`src/rtl/mem_access_unit_pkg.sv`:
```
// Shared definitions for the memory-stage access unit.
//   mem_state_t      : FSM states of the bus transaction (IDLE, REQ, DONE)
//   FUNCT3_*         : size/sign encodings of loads and stores
//   access_aligned() : natural-alignment test for a funct3/address pair
package mem_access_unit_pkg;

    typedef enum logic [1:0] {
        IDLE = 2'd0,
        REQ  = 2'd1,
        DONE = 2'd2
    } mem_state_t;

    localparam logic [2:0] FUNCT3_LB  = 3'b000;
    localparam logic [2:0] FUNCT3_LH  = 3'b001;
    localparam logic [2:0] FUNCT3_LW  = 3'b010;
    localparam logic [2:0] FUNCT3_LBU = 3'b100;
    localparam logic [2:0] FUNCT3_LHU = 3'b101;
    localparam logic [2:0] FUNCT3_SB  = 3'b000;
    localparam logic [2:0] FUNCT3_SH  = 3'b001;
    localparam logic [2:0] FUNCT3_SW  = 3'b010;

    // Bytes may sit anywhere, halves need an even address, words a
    // multiple of four. Encodings 011 and 11x have no legal size and are
    // reported as misaligned so they never reach the bus.
    function automatic logic access_aligned(input logic [2:0] funct3,
                                            input logic [1:0] addr_lo);
        logic ok;
        ok = 1'b0;
        case (funct3)
            FUNCT3_LB, FUNCT3_LBU: ok = 1'b1;
            FUNCT3_LH, FUNCT3_LHU: ok = ~addr_lo[0];
            FUNCT3_LW:             ok = (addr_lo == 2'b00);
            default:               ok = 1'b0;
        endcase
        return ok;
    endfunction

endpackage

```
`src/rtl/mem_access_unit_load_align.sv`:
```
// mem_load_align: combinational load-data extraction.
// Picks the addressed byte or halfword out of the bus read word and
// sign- or zero-extends it according to funct3.
//   rdata     in  32  word returned by data memory
//   offset    in  2   byte offset of the access within the word
//   funct3    in  3   size/sign of the load
//   load_data out 32  extended result
module mem_load_align
    import mem_access_unit_pkg::*;
(
    input  logic [31:0] rdata,
    input  logic [1:0]  offset,
    input  logic [2:0]  funct3,
    output logic [31:0] load_data
);

    logic [7:0]  lane [4];
    logic [7:0]  byte_val;
    logic [15:0] half_val;

    genvar gi;
    generate
        for (gi = 0; gi < 4; gi++) begin : g_lane
            assign lane[gi] = rdata[8*gi +: 8];
        end
    endgenerate

    // Half selection only looks at offset[1]; alignment was checked upstream.
    assign byte_val = lane[offset];
    assign half_val = {lane[{offset[1], 1'b1}], lane[{offset[1], 1'b0}]};

    always_comb begin
        load_data = rdata;
        case (funct3)
            FUNCT3_LB:  load_data = {{24{byte_val[7]}}, byte_val};
            FUNCT3_LH:  load_data = {{16{half_val[15]}}, half_val};
            FUNCT3_LBU: load_data = {24'h000000, byte_val};
            FUNCT3_LHU: load_data = {16'h0000, half_val};
            default:    load_data = rdata;
        endcase
    end

endmodule

```
`src/rtl/mem_access_unit.sv`:
```
// mem_access_unit: memory-stage responder for the EX/MEM pipeline register.
// Turns a load/store in the MEM stage into one req/ack transaction on the
// data-memory bus, stalls the pipeline until it completes, and presents the
// size/sign-corrected load result to MEM/WB. Misaligned accesses and bus
// timeouts are reported as one-cycle pulses.
// Ports:
//   clk, rst                      clock, synchronous active-high reset
//   m_MemRead, m_MemWrite         access request from EX/MEM (write wins)
//   m_funct3, m_alu_out           size/sign and byte address
//   m_mem_data                    store data in low bits
//   stall                         freeze upstream pipeline while high
//   load_data                     extended load result (held until next load)
//   misalign, bus_err             one-cycle error pulses
//   dmem_req/we/addr/be/wdata     bus request, held stable until ack
//   dmem_ack, dmem_rdata          bus completion and read word
module mem_access_unit
    import mem_access_unit_pkg::*;
#(
    parameter int TIMEOUT_CYCLES = 64
) (
    input  logic        clk,
    input  logic        rst,
    input  logic        m_MemRead,
    input  logic        m_MemWrite,
    input  logic [2:0]  m_funct3,
    input  logic [31:0] m_alu_out,
    input  logic [31:0] m_mem_data,
    output logic        stall,
    output logic [31:0] load_data,
    output logic        misalign,
    output logic        bus_err,
    output logic        dmem_req,
    output logic        dmem_we,
    output logic [31:0] dmem_addr,
    output logic [3:0]  dmem_be,
    output logic [31:0] dmem_wdata,
    input  logic        dmem_ack,
    input  logic [31:0] dmem_rdata
);

    localparam int CNT_W = (TIMEOUT_CYCLES > 1) ? $clog2(TIMEOUT_CYCLES) : 1;
    localparam logic [CNT_W-1:0] CNT_LAST =
        CNT_W'((TIMEOUT_CYCLES > 0) ? TIMEOUT_CYCLES - 1 : 0);
    localparam logic [CNT_W-1:0] CNT_MAX = {CNT_W{1'b1}};
    localparam logic TIMEOUT_EN = (TIMEOUT_CYCLES != 0);

    mem_state_t       state_reg, state_next;
    logic [CNT_W-1:0] cnt_reg, cnt_next;
    logic [31:0]      addr_reg, addr_next;
    logic             we_reg, we_next;
    logic [3:0]       be_reg, be_next;
    logic [31:0]      wdata_reg, wdata_next;
    logic [2:0]       funct3_reg, funct3_next;
    logic [1:0]       offset_reg, offset_next;
    logic [31:0]      load_data_reg, load_data_next;
    logic             misalign_reg, misalign_next;
    logic             bus_err_reg, bus_err_next;
    logic             stall_c;

    logic             access;
    logic             aligned;
    logic             timeout_hit;
    logic [3:0]       st_be;
    logic [31:0]      st_wdata;
    logic [31:0]      aligned_rdata;

    assign access      = m_MemRead | m_MemWrite;
    assign aligned     = access_aligned(m_funct3, m_alu_out[1:0]);
    assign timeout_hit = TIMEOUT_EN && (cnt_reg == CNT_LAST);

    // Store lane steering: each byte lane decides its own enable and data.
    // Sub-word data is replicated across lanes so memory can take any lane.
    genvar gi;
    generate
        for (gi = 0; gi < 4; gi++) begin : g_store_lane
            assign st_be[gi] = (m_funct3[1:0] == 2'b00) ? (m_alu_out[1:0] == 2'(gi))
                             : (m_funct3[1:0] == 2'b01) ? (m_alu_out[1] == (gi >= 2))
                             : 1'b1;
            assign st_wdata[8*gi +: 8] = (m_funct3[1:0] == 2'b00) ? m_mem_data[7:0]
                                       : (m_funct3[1:0] == 2'b01) ? m_mem_data[8*(gi%2) +: 8]
                                       : m_mem_data[8*gi +: 8];
        end
    endgenerate

    mem_load_align u_load_align (
        .rdata     (dmem_rdata),
        .offset    (offset_reg),
        .funct3    (funct3_reg),
        .load_data (aligned_rdata)
    );

    always_ff @(posedge clk) begin
        if (rst) begin
            state_reg     <= IDLE;
            cnt_reg       <= '0;
            addr_reg      <= '0;
            we_reg        <= 1'b0;
            be_reg        <= '0;
            wdata_reg     <= '0;
            funct3_reg    <= '0;
            offset_reg    <= '0;
            load_data_reg <= '0;
            misalign_reg  <= 1'b0;
            bus_err_reg   <= 1'b0;
        end else begin
            state_reg     <= state_next;
            cnt_reg       <= cnt_next;
            addr_reg      <= addr_next;
            we_reg        <= we_next;
            be_reg        <= be_next;
            wdata_reg     <= wdata_next;
            funct3_reg    <= funct3_next;
            offset_reg    <= offset_next;
            load_data_reg <= load_data_next;
            misalign_reg  <= misalign_next;
            bus_err_reg   <= bus_err_next;
        end
    end

    always_comb begin
        state_next     = state_reg;
        cnt_next       = cnt_reg;
        addr_next      = addr_reg;
        we_next        = we_reg;
        be_next        = be_reg;
        wdata_next     = wdata_reg;
        funct3_next    = funct3_reg;
        offset_next    = offset_reg;
        load_data_next = load_data_reg;
        misalign_next  = 1'b0;
        bus_err_next   = 1'b0;
        stall_c        = 1'b0;

        case (state_reg)
            IDLE: begin
                if (access) begin
                    if (aligned) begin
                        // Stall combinationally so EX/MEM holds this access
                        // while the latched copy drives the bus.
                        stall_c     = 1'b1;
                        state_next  = REQ;
                        cnt_next    = '0;
                        addr_next   = {m_alu_out[31:2], 2'b00};
                        we_next     = m_MemWrite;
                        be_next     = st_be;
                        wdata_next  = st_wdata;
                        funct3_next = m_funct3;
                        offset_next = m_alu_out[1:0];
                    end else begin
                        misalign_next = 1'b1;
                    end
                end
            end
            REQ: begin
                stall_c = 1'b1;
                if (dmem_ack) begin
                    state_next = DONE;
                    if (!we_reg) begin
                        load_data_next = aligned_rdata;
                    end
                end else if (timeout_hit) begin
                    state_next     = DONE;
                    bus_err_next   = 1'b1;
                    load_data_next = '0;
                end else if (cnt_reg != CNT_MAX) begin
                    cnt_next = cnt_reg + 1'b1;
                end
            end
            DONE: begin
                // Inputs still show the finished access here; the pipeline
                // advances at the end of this cycle, so never re-issue.
                state_next = IDLE;
            end
            default: begin
                state_next = IDLE;
            end
        endcase
    end

    assign stall      = stall_c;
    assign load_data  = load_data_reg;
    assign misalign   = misalign_reg;
    assign bus_err    = bus_err_reg;
    assign dmem_req   = (state_reg == REQ);
    assign dmem_we    = we_reg;
    assign dmem_addr  = addr_reg;
    assign dmem_be    = be_reg;
    assign dmem_wdata = wdata_reg;

endmodule

```
`config.mk`:
```
export PLATFORM = sky130hd
export DESIGN_NAME = mem_access_unit
export DESIGN_NICKNAME = d
export VERILOG_FILES = /design/src/rtl/mem_access_unit_pkg.sv /design/src/rtl/mem_access_unit_load_align.sv /design/src/rtl/mem_access_unit.sv
export SDC_FILE = /design/constraint.sdc
export NUM_CORES = 1
export LEC_CHECK = 0
export CORE_UTILIZATION = 46
export DETAILED_ROUTE_END_ITERATION = 8
export PLACE_DENSITY = 0.87
export SLEW_MARGIN = 20
export SYNTH_ARGS = -nofsm -noshare
export SYNTH_HDL_FRONTEND = slang
export SYNTH_SLANG_ARGS = --single-unit
```
`constraint.sdc`:
```
create_clock -name clk -period 2.75 [get_ports clk]
set_clock_uncertainty 0.05 [all_clocks]
set_input_delay 0.55 -clock clk [delete_from_list [all_inputs] [get_ports clk]]
set_output_delay 0.55 -clock clk [all_outputs]
set_load 0.005 [all_outputs]
```
==> qor.txt, run 1 <==
Endpoints failing setup - 0
Setup tns final - 0 ns
Clock buffer depth - 2
First-pass GRT wire length - 24.71 mm
Crit path launch type - input pin
Core ar. - 10420 µm²
DRC viols - 0
Post-synth EDFFs - 0
Wire per inst - 16.70 µm
Area occupied by multi-input gates - 2449 µm²
Yosys warnings - 0
PwrDens - 616.1 nW/µm²
Flip-flop and latch area - 2282 µm²
N_diodes - 0
Synth cell types - 45
Area of the mapped netlist - 4970 µm²
P_leak - 2.920 nW
Share of cells above drive strength 1 - 0.08886
PortBufs - 206
CTS Sinks - 114
Final WL - 15.62 mm
Resize count post-CTS - 1
Total grt overflow - 0
H-tree depth - 4
Hold-fix buffers at CTS - 0
Period minus WS final - 2.520 ns
DRT Pass-1 Iters - 4
Vias in the first global route - 5097
Top FF cell, synth - dfxtp_1
Final Hold Vio Count - 0
RD Place Congestion - 0.8538
CP Class - in -> out
Number of synthesized register bits - 114
Max Cap Viol - 0
Peak VDD IR - 452.9 µV
Initial DRC Count - 283
Die H - 105.9 µm
Hold WC Path Type - in -> reg
Final Cycle Share - 0.9165
Ys async rst share - 0
Die Wd - 105.9 µm
Adder-cell area share of the yosys netlist - 0.002518
Clock root buffer - clkbuf_8
Worst relative slew slack - 0.3750
RSZ-0062 raised after global routing - no
Mux contribution to synthesized area - 0.07729
Share of the yosys chip area belonging to registers - 0.4592
Fill cell count - 718
DP Wirelength - 11.19 mm
WP data arrival - 1.92 ns
Xor/xnor share of the synthesized area - 0
CP Max Fanout - 4
HP Start - rst
Syn_area_per_cell - 8.481 µm²
Slew at the pin closest to its max-slew limit - 0.9336 ns
CP Capture Type - output pin
Synth Area in Compound Gates - 0.1989
Initial antenna violation count - 0
FF-to-FF Start - state_reg[0]
Largest net degree at the start of global routing - 51
Count of pins over their slew limit - 0
CTS buffer count - 17
Antenna Nets Post-Route - 0
Fmax - 0.3968 GHz
TritonCTS clock tree - done
Total GRT Usage - 0.2823
Nets - 891
Worst-Skew Late Latency - 0.51 ns
Status - completed
Crit path required time - 2.15 ns
Die Footprint - 11220 µm²
Cell count after synthesis - 586
Vias - 5164
Crit path launch - m_funct3[0]
I/O Pins - 209
Routed vias/inst - 5.523
Simple-gate share of the synthesized area - 0.2062
Layout area overhead - 56.02%
Reg clk slew, reported paths - 0.05 ns
# Post-CTS Setup Buffers - 0
Starting Density - 0.4771
Largest family of logic cells by synthesized area - simple AND/OR/NAND/NOR gates
Final core occ - 0.7444
Cell Rows - 37
-- worst max-delay path: stages --
cell and delay [ns]:
clkdlybuf4s50_1 0.47, nor4_2 0.30, nor2_1 0.08, o31ai_1 0.24
dlygate4sd2_1 0.27
-- cell usage in the layout (no fill, tap or decap), types with 19 or more instances in the layout --
cell type,instances
clkdlybuf4s50_1,204
o21ai_0,25
nand2b_1,19
a21oi_1,59
nor2_1,31
dfxtp_1,114
nand2_1,150
mux2i_1,26
buf_4,19
-- logic make-up after synthesis --
family / count (synthesis)
DFF: 114
buffers and inverters: 55
and+or+nand+nor: 230
adders and majority gates: 1
other: 1
AOI/OAI and AO/OA: 149
muxes: 36
-- layer usage --
| metal | global-route usage | part of all wire |
|---|---|---|
| met5 | 0 | 0 |
| met4 | 0.1518 | 0.036 |
| met3 | 0.09197 | 0.079 |
| met2 | 0.4897 | 0.50 |
| met1 | 0.3046 | 0.39 |
-- cell usage after synthesis (4+ instances only) --
master,number,area share
nand2_1,150,0.11
dfxtp_1,114,0.46
a21oi_1,59,0.059
nor2_1,31,0.023
mux2i_1,26,0.052
o21ai_0,25,0.025
clkbuf_1,23,0.017
nand2b_1,19,0.024
a221o_1,16,0.032
buf_2,15,0.015
a311oi_1,12,0.021
a211oi_1,10,0.015
nor2b_1,10,0.013
mux2_2,9,0.020
a32o_1,8,0.016
o21ai_1,8,0.0081
inv_1,7,0.0053
nor3_1,6,0.0060
buf_4,5,0.0076
buf_6,4,0.0091
-- area by class of cell --
cell class              count  share of cell area
multi-input cells         418              0.3158
inverters                   8            0.003873
clock buffers              21             0.05793
clock inverters            11             0.01743
repair buffers            227              0.2887
flip-flops and latches    114              0.2943
well taps                 136             0.02195
-- final timing paths --
kind	cells after the start	endpoint	slack (ns)
worst min register to register	2	load_data[2]	0.40
worst min-delay path	2	funct3_reg[2]	0.39
worst max register to register	4	load_data[19]	0.63
worst max-delay path	5	stall	0.23
-- where the power goes --
group / internal [mW] / switching [mW] / leakage, nW
clock network: 1.42 / 0.750 / 0.287
logic: 0.442 / 0.350 / 1.70
registers: 1.75 / 0.0669 / 0.930
-- stage by stage --
step	cell area (µm²)	std cells	total power [mW]	setup slack [ns]	hold WS, ns
after floorplan	4974	587	2.180	0.7877	0.3925
after global placement	7171	903	2.611	-0.1134	0.3831
after detailed placement	7171	903	2.638	-0.1129	0.3896
after CTS	7754	935	4.801	0.2367	0.3653
after global routing	7754	935	4.970	0.07498	0.3887
final	7754	935	4.777	0.2296	0.3904
(Power assumes the default switching activity.)
==> run 2, diff against run 1 <==
- GPL_TIMING_DRIVEN: unset -> 1
==> results of run 2 <==
Same layout as run 1: the final DEF is identical, and so are final timing and power.
